[src/rtl/regfile_pkg.sv]
// Shared sizing and types for the register file with pending-write scoreboard.
// Optional bypass build is selected with the REGFILE_BYPASS_EN macro (see regfile_scoreboard.sv).
package regfile_pkg;

  localparam int DEF_D_SIZE  = 32;
  localparam int DEF_R_COUNT = 8;
  localparam int DEF_PEND_W  = 2;

  // Address width for a given register count; never narrower than one bit.
  function automatic int addr_width(input int r_count);
    return (r_count < 2) ? 1 : $clog2(r_count);
  endfunction

  localparam int DEF_A_SIZE = addr_width(DEF_R_COUNT);
  localparam int PEND_MAX   = 2**DEF_PEND_W - 1;

  typedef logic [DEF_PEND_W-1:0] pend_t;
  typedef logic [DEF_A_SIZE-1:0] reg_addr_t;

endpackage

[src/rtl/pending_counter.sv]
// Saturating up/down count of outstanding writes to one register; 1-cycle update latency.
// No backpressure: the issuer must not increment at max, underflow is flagged as a registered pulse.
module pending_counter #(
  parameter int PEND_W = 2
) (
  input  logic              clk,
  input  logic              rst_n,
  input  logic              inc,
  input  logic              dec,
  output logic [PEND_W-1:0] count,
  output logic              underflow
);

  localparam logic [PEND_W-1:0] MAX = '1;

  always_ff @(posedge clk or negedge rst_n) begin
    if (!rst_n) begin
      count     <= '0;
      underflow <= 1'b0;
    end else begin
      // A simultaneous issue and write-back cancel out, even at zero.
      underflow <= dec & ~inc & (count == '0);
      if (inc && !dec && count != MAX)
        count <= count + PEND_W'(1);
      else if (dec && !inc && count != '0)
        count <= count - PEND_W'(1);
    end
  end

endmodule

[src/rtl/regfile_scoreboard.sv]
// Register file, 2 combinational read ports, 1 write-back port, per-register pending-write scoreboard.
// Reads 0-cycle, writes 1-cycle; issue_ready drops when the destination count saturates.
// Define REGFILE_BYPASS_EN to forward same-cycle write-back data to the read ports.
module regfile_scoreboard
  import regfile_pkg::*;
#(
  parameter int D_SIZE  = DEF_D_SIZE,
  parameter int R_COUNT = DEF_R_COUNT,
  parameter int A_SIZE  = addr_width(R_COUNT),
  parameter int PEND_W  = DEF_PEND_W
) (
  input  logic              clk,
  input  logic              rst_n,
  input  logic              issue_valid,
  input  logic              issue_dst_en,
  input  logic [A_SIZE-1:0] issue_dst,
  output logic              issue_ready,
  input  logic              wb_en,
  input  logic [A_SIZE-1:0] wb_dst,
  input  logic [D_SIZE-1:0] wb_data,
  input  logic [A_SIZE-1:0] source_1,
  input  logic [A_SIZE-1:0] source_2,
  output logic [D_SIZE-1:0] operand_1,
  output logic [D_SIZE-1:0] operand_2,
  output logic              src_1_busy,
  output logic              src_2_busy,
  output logic              hazard,
  output logic              err_underflow
);

  localparam logic [PEND_W-1:0] CNT_MAX = '1;

  logic [D_SIZE-1:0]  regs [R_COUNT];
  logic [PEND_W-1:0]  pend [R_COUNT];
  logic [R_COUNT-1:0] uflow;
  logic [R_COUNT-1:0] inc;
  logic [R_COUNT-1:0] dec;
  logic               wb_hits_issue;

  always_ff @(posedge clk or negedge rst_n) begin
    if (!rst_n) begin
      for (int r = 0; r < R_COUNT; r++)
        regs[r] <= '0;
    end else if (wb_en) begin
      regs[wb_dst] <= wb_data;
    end
  end

  // A write-back to the saturated destination frees a slot in the same cycle.
  assign wb_hits_issue = wb_en && (wb_dst == issue_dst);
  assign issue_ready   = !(issue_dst_en && pend[issue_dst] == CNT_MAX) || wb_hits_issue;

  genvar g;
  generate
    for (g = 0; g < R_COUNT; g++) begin : g_pend
      assign inc[g] = issue_valid && issue_dst_en && issue_ready && (issue_dst == A_SIZE'(g));
      assign dec[g] = wb_en && (wb_dst == A_SIZE'(g));

      pending_counter #(
        .PEND_W (PEND_W)
      ) u_cnt (
        .clk       (clk),
        .rst_n     (rst_n),
        .inc       (inc[g]),
        .dec       (dec[g]),
        .count     (pend[g]),
        .underflow (uflow[g])
      );
    end
  endgenerate

  assign err_underflow = |uflow;

`ifdef REGFILE_BYPASS_EN
  logic hit_1;
  logic hit_2;

  assign hit_1 = wb_en && (wb_dst == source_1);
  assign hit_2 = wb_en && (wb_dst == source_2);

  // The write resolving this cycle no longer counts against the reader.
  always_comb begin
    operand_1  = hit_1 ? wb_data : regs[source_1];
    operand_2  = hit_2 ? wb_data : regs[source_2];
    src_1_busy = hit_1 ? (pend[source_1] > PEND_W'(1)) : (pend[source_1] != '0);
    src_2_busy = hit_2 ? (pend[source_2] > PEND_W'(1)) : (pend[source_2] != '0);
  end
`else
  always_comb begin
    operand_1  = regs[source_1];
    operand_2  = regs[source_2];
    src_1_busy = (pend[source_1] != '0);
    src_2_busy = (pend[source_2] != '0);
  end
`endif

  assign hazard = src_1_busy | src_2_busy;

endmodule
[config.mk]
export PLATFORM = sky130hd
export DESIGN_NAME = regfile_scoreboard
export DESIGN_NICKNAME = d
export VERILOG_FILES = /design/src/rtl/regfile_pkg.sv /design/src/rtl/pending_counter.sv /design/src/rtl/regfile_scoreboard.sv
export SDC_FILE = /design/constraint.sdc
export NUM_CORES = 1
export LEC_CHECK = 0
export ABC_AREA = 1
export BUFFER_PORTS_ARGS = -buffer_cell sky130_fd_sc_hd__buf_4
export CORE_UTILIZATION = 40
export DETAILED_ROUTE_END_ITERATION = 12
export GPL_ROUTABILITY_DRIVEN = 0
export SETUP_SLACK_MARGIN = 0.5
export SLEW_MARGIN = 40
export SYNTH_ARGS = -nofsm -noshare
export SYNTH_HDL_FRONTEND = slang
export SYNTH_HIERARCHICAL = 1
export SYNTH_SLANG_ARGS = --single-unit
[constraint.sdc]
create_clock -name clk -period 3.5 [get_ports clk]
set_input_delay 0.7 -clock clk [delete_from_list [all_inputs] [get_ports clk]]
set_output_delay 0.7 -clock clk [all_outputs]
set_load 0.02 [all_outputs]
Yosys cells after proc, flatten, opt, wreduce, memory -nomap -nowiden --
Index checks and enable logic that the tools add are counted.
Storage, ports and cells: register bits 280, bits in latches 0, bits in writable memories 0, bits in read-only memories 0, word-level logic and storage cells 232, memories 0
Cells by class: add/sub/neg operators 16, $mul 0, divide/modulo/power cells 0, order comparisons 5, equal/unequal tests 24, shift operators 0, muxes and demuxes 34, bitwise operators 29, reductions and logical operators 100
Operators with widths (number):
- $bwmux W256 | 1
- $bmux W32 S3 | 2
- $mux W32 | 5
- $demux W32 S3 | 1
- $logic_and A1 B1 Y1 | 53
- $mux W2 | 22
- $reduce_bool A2 Y1 | 18
- $eq A3 B3 Y1 const B | 8
- $bmux W2 S3 | 3
- $logic_not A1 Y1 | 17
- $add A2 B1 Y2 const B | 8
- $and A1 B1 Y1 | 16
- $ge A4 B4 Y1 const B | 4
- $logic_not A2 Y1 | 8
- $ne A2 B2 Y1 const B | 8
- $not A3 Y4 | 4
- $sub A2 B1 Y2 const B | 8
- $eq A3 B2 Y1 const B | 4
- $not A1 Y1 | 8
- $reduce_or A8 Y1 | 1
- $eq A3 B1 Y1 const B | 2
- $logic_not A3 Y1 | 2
- $lt A4 B1 Y1 const B | 1
- $eq A3 B3 Y1 | 1
- 3 further kinds | 3

Longest topological paths before layout --
depth after elaboration 15, gate-level depth with buffers 15, mapped depth without buffers 15

Cells and area by module --
Netlist, hierarchy kept.
By module, submodules not included:
- regfile_scoreboard | times used 1, cells an instance 1896, area an instance 14602.8 um^2, seq. area each 6406.1 um^2
- pending_counter | times used 8, cells an instance 22, area an instance 152.6 um^2, seq. area each 75.1 um^2

Least setup slack after synthesis --
OpenSTA, ideal clock, no wires.
path kind input to output, from input source_2[1], to output operand_2[10], arrival time 1704 ps, setup slack 1096 ps, stages on the path 6, path buffers 2, path through buf_4 > clkbuf_1 > o21ai_0 > o21ai_0 > a21oi_1 > a31oi_1
On the way: word-level cells in the longest chain between the ends 4
Ends and longest elaborated chain:
- start: declaration | line regfile_scoreboard.sv:22 | input logic [A_SIZE-1:0] source_2,
- $not A3 Y4 (not written as such) | line regfile_scoreboard.sv:91 | operand_2 = regs[source_2];
- $bmux W32 S3 | line regfile_scoreboard.sv:91
- $mux W32 (not written as such) (2 in a row) | line regfile_scoreboard.sv:91
- end: declaration | line regfile_scoreboard.sv:24 | output logic [D_SIZE-1:0] operand_2,
Every way passes these cells. The select of a mux whose other input is x is not followed.

Worst setup path in the final report --
from input source_1[0], to output operand_1[25]
On the way: word-level cells in the longest chain between the ends 4
Ends and longest elaborated chain:
- start: declaration | line regfile_scoreboard.sv:21 | input logic [A_SIZE-1:0] source_1,
- $not A3 Y4 (not written as such) | line regfile_scoreboard.sv:90 | operand_1 = regs[source_1];
- $bmux W32 S3 | line regfile_scoreboard.sv:90
- $mux W32 (not written as such) (2 in a row) | line regfile_scoreboard.sv:90
- end: declaration | line regfile_scoreboard.sv:23 | output logic [D_SIZE-1:0] operand_1,
Every way passes these cells. The select of a mux whose other input is x is not followed.

==> reports/metrics.cfg <==
[critical_path]
worstPathArrival_ps=2260
endpoint_kind=output port
path_cells=buf_6, inv_2, buf_16, nor2_1, o21ai_0, a21oi_1, a31oi_1, buf_4
cp_slowest_cell=buf_16
critical_path.top_delay_family=buffers and inverters
cpPeakStageDelay_ps=350
cp_max_fo=100
crit_buf_inv=4
crit_type=in -> out
crit_required_ps=2800
cp-start-kind=input pin

[global_route]
antenna_found_initial=1
grt_max_degree=102
grt-ovfl-total=0
grt_pass1_vias=13900
gr-usage-all-layers=0.237
grt_pass1_wl_microns=76200

[route]
totalWireLength_microns=48000
drtIter0Drc=1185
met1Wirelength_microns=21800
drtPass1Iterations=6
top_layer=met5
ant_nets=0
vias_per_cell=5.48
remaining_drc_errors=0
met3_length_microns=3190
wl_met2_microns=21500
wl_per_cell_microns=18.1
vias=14600

[timing]
maxSlewViolCount=0
fin_crit_sh=0.845
hold_violations=0
grt_setup_unrepaired=true
fmax_mhz=338
clock_skew_ps=15.1
fin_crit_ps=2960
setup_viol=0
worst_pin_slew_ps=853
relSlewSlack=0.431
fin_setup_tns_ps=0

[cells_and_area]
drive_gt1_frac=0.160
final_util=0.468
final_cell_mix=nand2_1, o21ai_0, dfrtp_1
area_growth_pct=14.9
antenna_cells=0
n_fill_cell=3795
final_area_sq_mm=0.0182
final_common_cell=nand2_1
multi_input_area_sq_mm=0.00720
nets=2165
seq_area_sq_mm=0.00701

[synth]
syn_nets=2121
ys_types=28
ys_seq_area_frac=0.443
synth_area_sq_mm=0.0158
synth_cells=2072
ys_seq_elements=280
avgSynthCellArea_sq_um=7.64
ys_warn_count=6

[die]
dieHeight_microns=201
design.core.area_sq_mm=0.0388
pin_count=118
fp.dieW_microns=201
start_util=0.408
die-area_sq_mm=0.0404
row_count=72

[clock_tree]
htreeDepth=2
numClockSinks=280
cts_inserted_buffers=35
clock_latency_ps=540
cts_root_buffer=clkbuf_16
postCtsSetupRepairBufs=0
clk_pin_slew_ps=60
cts_tree=done
clk_path_buf_depth=3

[placement]
place_area_sq_mm=0.0169
dp_hpwl_microns=28600
portBuffers=117

[power]
leakage_nw=8.15
p_per_area_mw_per_mm2=580
irDropWorstVdd_v=0.000440

[status]
status=finished clean

[run]
maxCapViolCount=0

[worst_hold_path]
hold_path.class=in -> async

[synthesized netlist by cell type]
cell type	instances	area, sq um
a21oi_1	152	761
a21oi_2	17	149
a31oi_1	64	400
buf_1	1	3.75
buf_2	57	285
buf_4	14	105
buf_6	34	383
clkbuf_1	43	161
clkbuf_4	1	7.51
clkinv_1	2	7.51
dfrtp_1	280	7010
inv_1	168	631
inv_2	11	41.3
inv_4	3	18.8
nand2_1	492	1850
nand2_2	3	18.8
nand3_1	21	105
nand3_2	1	10.0
nand4_1	1	6.26
nor2_1	119	447
nor2_2	12	75.1
nor2_4	5	56.3
nor2_8	1	20.0
nor4_1	2	12.5
o211ai_1	64	480
o21ai_0	303	1520
o21ai_1	131	656
o21ai_2	70	613
[registers in the layout (all words and copies together) (netlist names)]
signal / flops
g_pend.u_cnt/count: 16
g_pend.u_cnt/underflow: 8
regs: 256
[worst paths after layout]
path / to / cells past startpoint / start / slack [ps]
setup / recovery: operand_1[25] / 8 / source_1[0] / 540
hold / removal: regs[199]$_DFFE_PN0P_ / 1 / rst_n / 120
setup reg to reg: g_pend[2].u_cnt/count[0]$_DFFE_PN0P_ / 14 / g_pend[0].u_cnt/count[1]$_DFFE_PN0P_ / 1720
hold reg to reg: regs[34]$_DFFE_PN0P_ / 2 / regs[34]$_DFFE_PN0P_ / 500
max in group asynchronous: regs[120]$_DFFE_PN0P_ / 2 / rst_n / 2530
min in group clk: regs[90]$_DFFE_PN0P_ / 3 / wb_data[26] / 400
[area by class of cell]
type,instances,area share
clock buffer,52,0.0589
clock inverter,11,0.00661
inverter,184,0.0387
multi-input combinational,1458,0.396
sequential,280,0.385
tap,518,0.0356
timing repair buffer,157,0.0786
[kinds of logic after synthesis]
kind of cell,after synthesis,synth area share
AOI/OAI and AO/OA,801,0.289
buffers and inverters,334,0.104
DFF,280,0.443
and+or+nand+nor,657,0.164
[report_power, final]
part           leakage [nW]  switching (mW)  internal [mW]
combinational          4.10            1.56          0.946
clock                 0.596            1.43           2.27
sequential             3.45           0.449           3.90
[layer usage]
layer	vias to the layer above	GRT usage
met2	552	0.367
met1	6882	0.333
li1	7020	-
met5	-	0
met3	123	0.0367
met4	2	0.0894
[repair_timing]
action                                  4_1_cts  5_1_grt
hold buffers                                  0        0
endpoints found under the setup margin        0       21
resized for setup                             0        9
[metrics by stage]
stage / power (mW) / worst slack [ps] / hold WS (ps) / cells
after floorplan: 6.01 / 1100 / 404 / 2072
after global placement: 6.78 / 500 / 483 / 2595
after detailed placement: 6.86 / 539 / 489 / 2595
after CTS: 10.6 / 533 / 147 / 2658
after global routing: 11.2 / 480 / 174 / 2660
final: 10.6 / 544 / 122 / 2660
[worst reg2reg max path, cell delays in order, from the launching register on]
cell     delay, ps
dfrtp_1        460
nand2_1        100
nand2_1         50
nand2_1         50
nand2_1         40
nand2_1         60
nand2_1         70
nand3_2         90
nand2_2        110
nor2_1         200
inv_1          120
nor2_2         110
nand2_1         70
nand2_1         70
nand2_1         50
No activity file was read; power rests on OpenSTA's default activity.
